File: src/rtl/qq_host_if.sv
// QuickQ host front end: one client op at a time, strobed into the head node.
// Optional watchdog on the WAIT state when QQ_HOST_TIMEOUT_EN is defined.
module qq_host_if #(
    parameter int W = 8,
    parameter int D = 4,
    localparam int CW = $clog2(D + 1)
) (
    input  logic          clk,
    input  logic          rst,
    input  logic          req_valid,
    output logic          req_ready,
    input  logic [1:0]    req_op,
    input  logic [W-1:0]  req_data,
    output logic          rsp_valid,
    input  logic          rsp_ready,
    output logic [W-1:0]  rsp_data,
    output logic          rsp_err,
    output logic          q_enq,
    output logic          q_deq,
    output logic          q_repl,
    output logic [W-1:0]  q_data,
    input  logic          q_rdy,
    input  logic          q_full,
    input  logic          q_empty,
    input  logic [W-1:0]  q_top,
    output logic [CW-1:0] count
);

    typedef enum logic [1:0] {
        IDLE,
        ISSUE,
        WAIT,
        RESP
    } state_t;

    localparam logic [1:0] OP_NOP  = 2'b00;
    localparam logic [1:0] OP_ENQ  = 2'b01;
    localparam logic [1:0] OP_DEQ  = 2'b10;
    localparam logic [1:0] OP_REPL = 2'b11;

    localparam logic [CW-1:0] CNT_MAX = CW'(D);
    localparam logic [CW-1:0] CNT_ONE = CW'(1);

    state_t     state;
    logic [1:0] op_r;
    logic       go;
    logic       acc_err;

`ifdef QQ_HOST_TIMEOUT_EN
    logic [3:0] wd;
`endif

    assign req_ready = (state == IDLE);
    assign rsp_valid = (state == RESP);

    // Strobes fire combinationally so a reset in ISSUE kills them at once.
    assign go     = (state == ISSUE) && q_rdy;
    assign q_enq  = go && (op_r == OP_ENQ);
    assign q_deq  = go && (op_r == OP_DEQ);
    assign q_repl = go && (op_r == OP_REPL);

    always_comb begin
        acc_err = 1'b0;
        if (req_op == OP_ENQ)
            acc_err = q_full;
        else if (req_op == OP_DEQ || req_op == OP_REPL)
            acc_err = q_empty;
    end

    always_ff @(posedge clk or posedge rst) begin
        if (rst) begin
            state    <= IDLE;
            op_r     <= OP_NOP;
            q_data   <= '0;
            rsp_data <= '0;
            rsp_err  <= 1'b0;
            count    <= '0;
`ifdef QQ_HOST_TIMEOUT_EN
            wd       <= '0;
`endif
        end else begin
            unique case (state)
                IDLE: begin
                    if (req_valid) begin
                        op_r     <= req_op;
                        q_data   <= req_data;
                        rsp_data <= '0;
                        rsp_err  <= acc_err;
                        if (acc_err || req_op == OP_NOP)
                            state <= RESP;
                        else
                            state <= ISSUE;
                    end
                end
                ISSUE: begin
                    if (q_rdy) begin
                        // DEQ and REPL both remove the current head key
                        rsp_data <= op_r[1] ? q_top : '0;
                        if (op_r == OP_ENQ && count != CNT_MAX)
                            count <= count + CNT_ONE;
                        else if (op_r == OP_DEQ && count != '0)
                            count <= count - CNT_ONE;
`ifdef QQ_HOST_TIMEOUT_EN
                        wd <= '0;
`endif
                        state <= WAIT;
                    end
                end
                WAIT: begin
                    if (q_rdy) begin
                        state <= RESP;
`ifdef QQ_HOST_TIMEOUT_EN
                    end else if (wd == 4'hF) begin
                        rsp_err <= 1'b1;
                        state   <= RESP;
                    end else begin
                        wd <= wd + 4'd1;
`endif
                    end
                end
                RESP: begin
                    if (rsp_ready)
                        state <= IDLE;
                end
                default: state <= IDLE;
            endcase
        end
    end

endmodule

File: config.mk
export PLATFORM = sky130hd
export DESIGN_NAME = qq_host_if
export DESIGN_NICKNAME = d
export VERILOG_FILES = /design/src/rtl/qq_host_if.sv
export SDC_FILE = /design/constraint.sdc
export NUM_CORES = 1
export LEC_CHECK = 0
export BUFFER_PORTS_ARGS = -buffer_cell sky130_fd_sc_hd__clkbuf_2
export CAP_MARGIN = 40
export CELL_PAD_IN_SITES_DETAIL_PLACEMENT = 1
export CELL_PAD_IN_SITES_GLOBAL_PLACEMENT = 1
export CORE_ASPECT_RATIO = 0.9
export CORE_MARGIN = 2
export CORE_UTILIZATION = 36
export CTS_CLUSTER_DIAMETER = 100
export CTS_CLUSTER_SIZE = 40
export DETAILED_ROUTE_END_ITERATION = 7
export GPL_TIMING_DRIVEN = 0
export PLACE_DENSITY_LB_ADDON = 0.1
export SYNTH_ARGS = -nofsm -noshare
export SYNTH_HDL_FRONTEND = slang
export SYNTH_SLANG_ARGS = --single-unit
File: constraint.sdc
create_clock -name clk -period 1.9 [get_ports clk]
set_input_delay 0.19 -clock clk [delete_from_list [all_inputs] [get_ports clk]]
set_output_delay 0.19 -clock clk [all_outputs]
set_load 0.01 [all_outputs]
==> flow_summary_export.csv <==
group,metric,value,unit
worst_setup_path,worstPathMaxFanout,6,
timing,rsz0062_at_grt,"true",
placed_design,place_congestion,0.671,
cells_and_area,drive_gt1_share,60.2,%
synthesis,ys_warn_count,0,
synthesis,synth_top_flop_cell,"dfrtp_1",
die,die_x,66.7,µm
timing,fin_setup_tns,0,ns
synthesis,synthMostInstantiatedCell,"dfrtp_1",
synthesis,avgSynthCellArea,11.9,µm²
synthesis,synth_cells,107,
cts,cts_buffer_depth,2,
synthesis,yosysTopAreaCell,"dfrtp_1",
cells_and_area,finalNetCount,207,
cells_and_area,syn_to_final_growth,41.7,%
worst_hold_path,hp-class,"input port to flip-flop",
timing,drv_slew,0,
power,leakagePower,0.961,nW
worst_setup_path,path_cells,"nor2b_4 -> nor3_2 -> a21oi_2 -> ha_2 -> inv_2 -> a211o_1 -> a21oi_2 -> mux2_4",
cts,clockRootBuffer,"clkbuf_8",
drt,drcViolationCount,0,
power,cellPowerDensity,1660,nW/µm²
cts,clock_latency,0.26,ns
synthesis,synth.distinct_cells,32,
drt,vias,1050,
flow_run,maxCapViolCount,0,
global_route,grt_start_max_net_pins,17,
worst_setup_path,criticalPathCategory,"flip-flop to flip-flop",
die,dieArea,4030,µm²
die,core,3380,µm²
placed_design,numPortBuffers,49,
cells_and_area,fillCellCount,397,
cts,path_clk_slew,0.08,ns
power,intPower,0.00186,W
global_route,grt_pass1_vias,1056,
worst_setup_path,required,2.05,ns
cells_and_area,multi_input_area,643,µm²
power,power.switching,0.00113,W
drt,postRouteAntennaNets,0,
placed_design,place_hpwl,2.18,mm
drt,drtPass1Iterations,4,
synthesis,yosys-top-cells-area,"dfrtp_1 (47%), mux2_2 (9.7%), mux2_4 (9.4%)",
global_route,grt_pass1_wl,4.84,mm
drt,via_per_inst,4.77,
timing,setup_viol,0,
worst_setup_path,worstSetupStartpointType,"flip-flop",
timing,slew-limit-headroom,70.3,%
worst_setup_path,cp-end-kind,"flip-flop",
timing,worst_pin_slew,0.445,ns
synthesis,netlist_top_cells_count,"dfrtp_1 (24), mux2_2 (11), and3_1 (8), mux2_4 (8), inv_1 (7)",
timing,period_share,97.8,%
die,die_h,60.4,µm
power,irDropWorstVdd,0.728,mV
synthesis,async_reset_ff_share,100,%
timing,max_freq,538,MHz
timing,min_period,1.86,ns
cells_and_area,seq_area,602,µm²
cts,clock_sinks,24,
status,status,"finished clean",
die,initial_core_util,37.7,%
synthesis,synth_nets,137,
global_route,antenna_found_initial,0,
cts,cts_buffers,3,
synthesis,synth_top_area_share,47.2,%
die,rows,20,
drt,finalWirelength,2.98,mm
worst_setup_path,critPathMostFrequentCell,"a21oi_2",
synthesis,synth_seq_cells,24,
synthesis,synth.yosys.seq_area_share,47.2,%
timing,fin_skew,0.00122,ns
power,switching_share,37.9,%
worst_setup_path,crit_arrival,2.01,ns
synthesis,synth_edf_count,0,
drt,wl_per_cell,13.6,µm
global_route,grt-ovfl-total,0,
die,ioPinCount,50,
cts,htreeDepth,1,
cells_and_area,final_core_util,53.4,%
timing,hold_viol_final,0,
global_route,grt_usage,15.9,%
worst_setup_path,cp_slowest_stage_delay,0.46,ns
worst_setup_path,crit_slowest_cell,"dfrtp_2",
cts,cts_tree,"yes",
drt,drt_iter0_markers,49,
power,seqPwrFrac,31.4,%
synthesis,synth_area,1270,µm²
power,power_frac_clock,11.5,%
cells_and_area,antenna_cells,0,
power,combPwrFrac,57.1,%
## sequential cells by signal, summed over array words and instances, names as in the netlist
signal	flops
q_data	8
rsp_data	8
count	3
op_r	2
state	2
rsp_err	1
## cell usage in the layout, fill, tap and decap left out, types with 2 or more instances in the layout
cell      netlist  final
dfrtp_1        24     23
inv_1           7      6
xor2_1          2      2
o21ai_0         3      3
nand3_1         2      2
mux2i_1         2      2
ha_2            0      2
a21oi_2         1      2
mux2_2         11     11
nand2_1         5      5
buf_4           0     15
nor2_1          5      4
and3_1          8      8
ha_1            5      3
mux2_4          8      9
inv_2           2      3
clkbuf_8        0      4
clkbuf_2        0     49
## layer usage
metal  vias up  global-route usage, %  wire, µm
li1        509                      -         -
met3         2                   3.90       130
met5         -                      0         0
met1       509                   17.9      1250
met4         0                   3.50        15
met2        30                   30.6      1590
## area by class of cell
type,instances,area share (%)
Clock buffer,4,3.05
Tap cell,44,3.05
Inverter,9,1.87
Multi-Input combinational cell,70,35.6
Buffer,4,1.53
Sequential cell,24,33.4
Timing Repair Buffer,65,21.5
## per-stage QoR
stage	cell area [µm²]	hold slack (ns)	worst slack (ns)	std cells	total power (W)
after detailed placement	1600	0.201	-0.0107	201	0.00239
final	1800	0.152	0.0411	220	0.00299
after global placement	1570	0.423	0.0256	200	0.00232
after floorplan	1270	0.205	0.122	107	0.00193
after CTS	1670	0.144	0.0220	206	0.00275
after global routing	1800	0.141	-0.0275	220	0.00324
## critical path: cells and delay by family, from the launching register on
family                     cells  cell delay (ns)
and+or+nand+nor                2             0.20
AOI/OAI and AO/OA              3             0.55
DFF                            1             0.46
adders and majority gates      1             0.18
buffers and inverters          1             0.03
muxes                          1             0.31
## cell families after synthesis
family	share of synthesized area, %
multiplexers	21.6
adder cells (fa/ha/maj)	4.91
buffers and inverters	4.52
AO/OA/AOI/OAI	9.43
flip-flops	47.2
XOR/XNOR	1.38
AND/OR/NAND/NOR	11.0
## what timing repair did
| item | 4_1_cts | 5_1_grt |
|---|---|---|
| endpoints found under the setup margin | 3 | 3 |
| pin swaps | 0 | 5 |
| hold buffers | 1 | 0 |
| hold endpoints to repair | 8 | 0 |
| buffers inserted | 0 | 14 |
| gates resized for setup | 2 | 12 |
## power by group through the flow
stage               clock network [W]  logic, W  registers, W
floorplan                           0  0.000916       0.00101
global placement                    0   0.00139      0.000926
detailed placement                  0   0.00145      0.000945
CTS                          0.000359   0.00146      0.000938
global route                 0.000377   0.00188      0.000981
finish                       0.000343   0.00171      0.000940
## final timing paths
| check | start | endpoint | slack [ns] | cells after the start |
|---|---|---|---|---|
| max in group asynchronous | rst | count[0]$_DFFE_PP0P_ | 1.01 | 4 |
| hold / removal | req_data[1] | q_data[1]$_DFFE_PP0P_ | 0.15 | 2 |
| setup reg to reg | count[0]$_DFFE_PP0P_ | count[2]$_DFFE_PP0P_ | 0.04 | 8 |
| hold reg to reg | q_data[1]$_DFFE_PP0P_ | q_data[1]$_DFFE_PP0P_ | 0.51 | 1 |
| setup / recovery | count[0]$_DFFE_PP0P_ | count[2]$_DFFE_PP0P_ | 0.04 | 8 |
| min in group asynchronous | rst | q_data[1]$_DFFE_PP0P_ | 0.45 | 3 |
(Power assumes the default switching activity.)
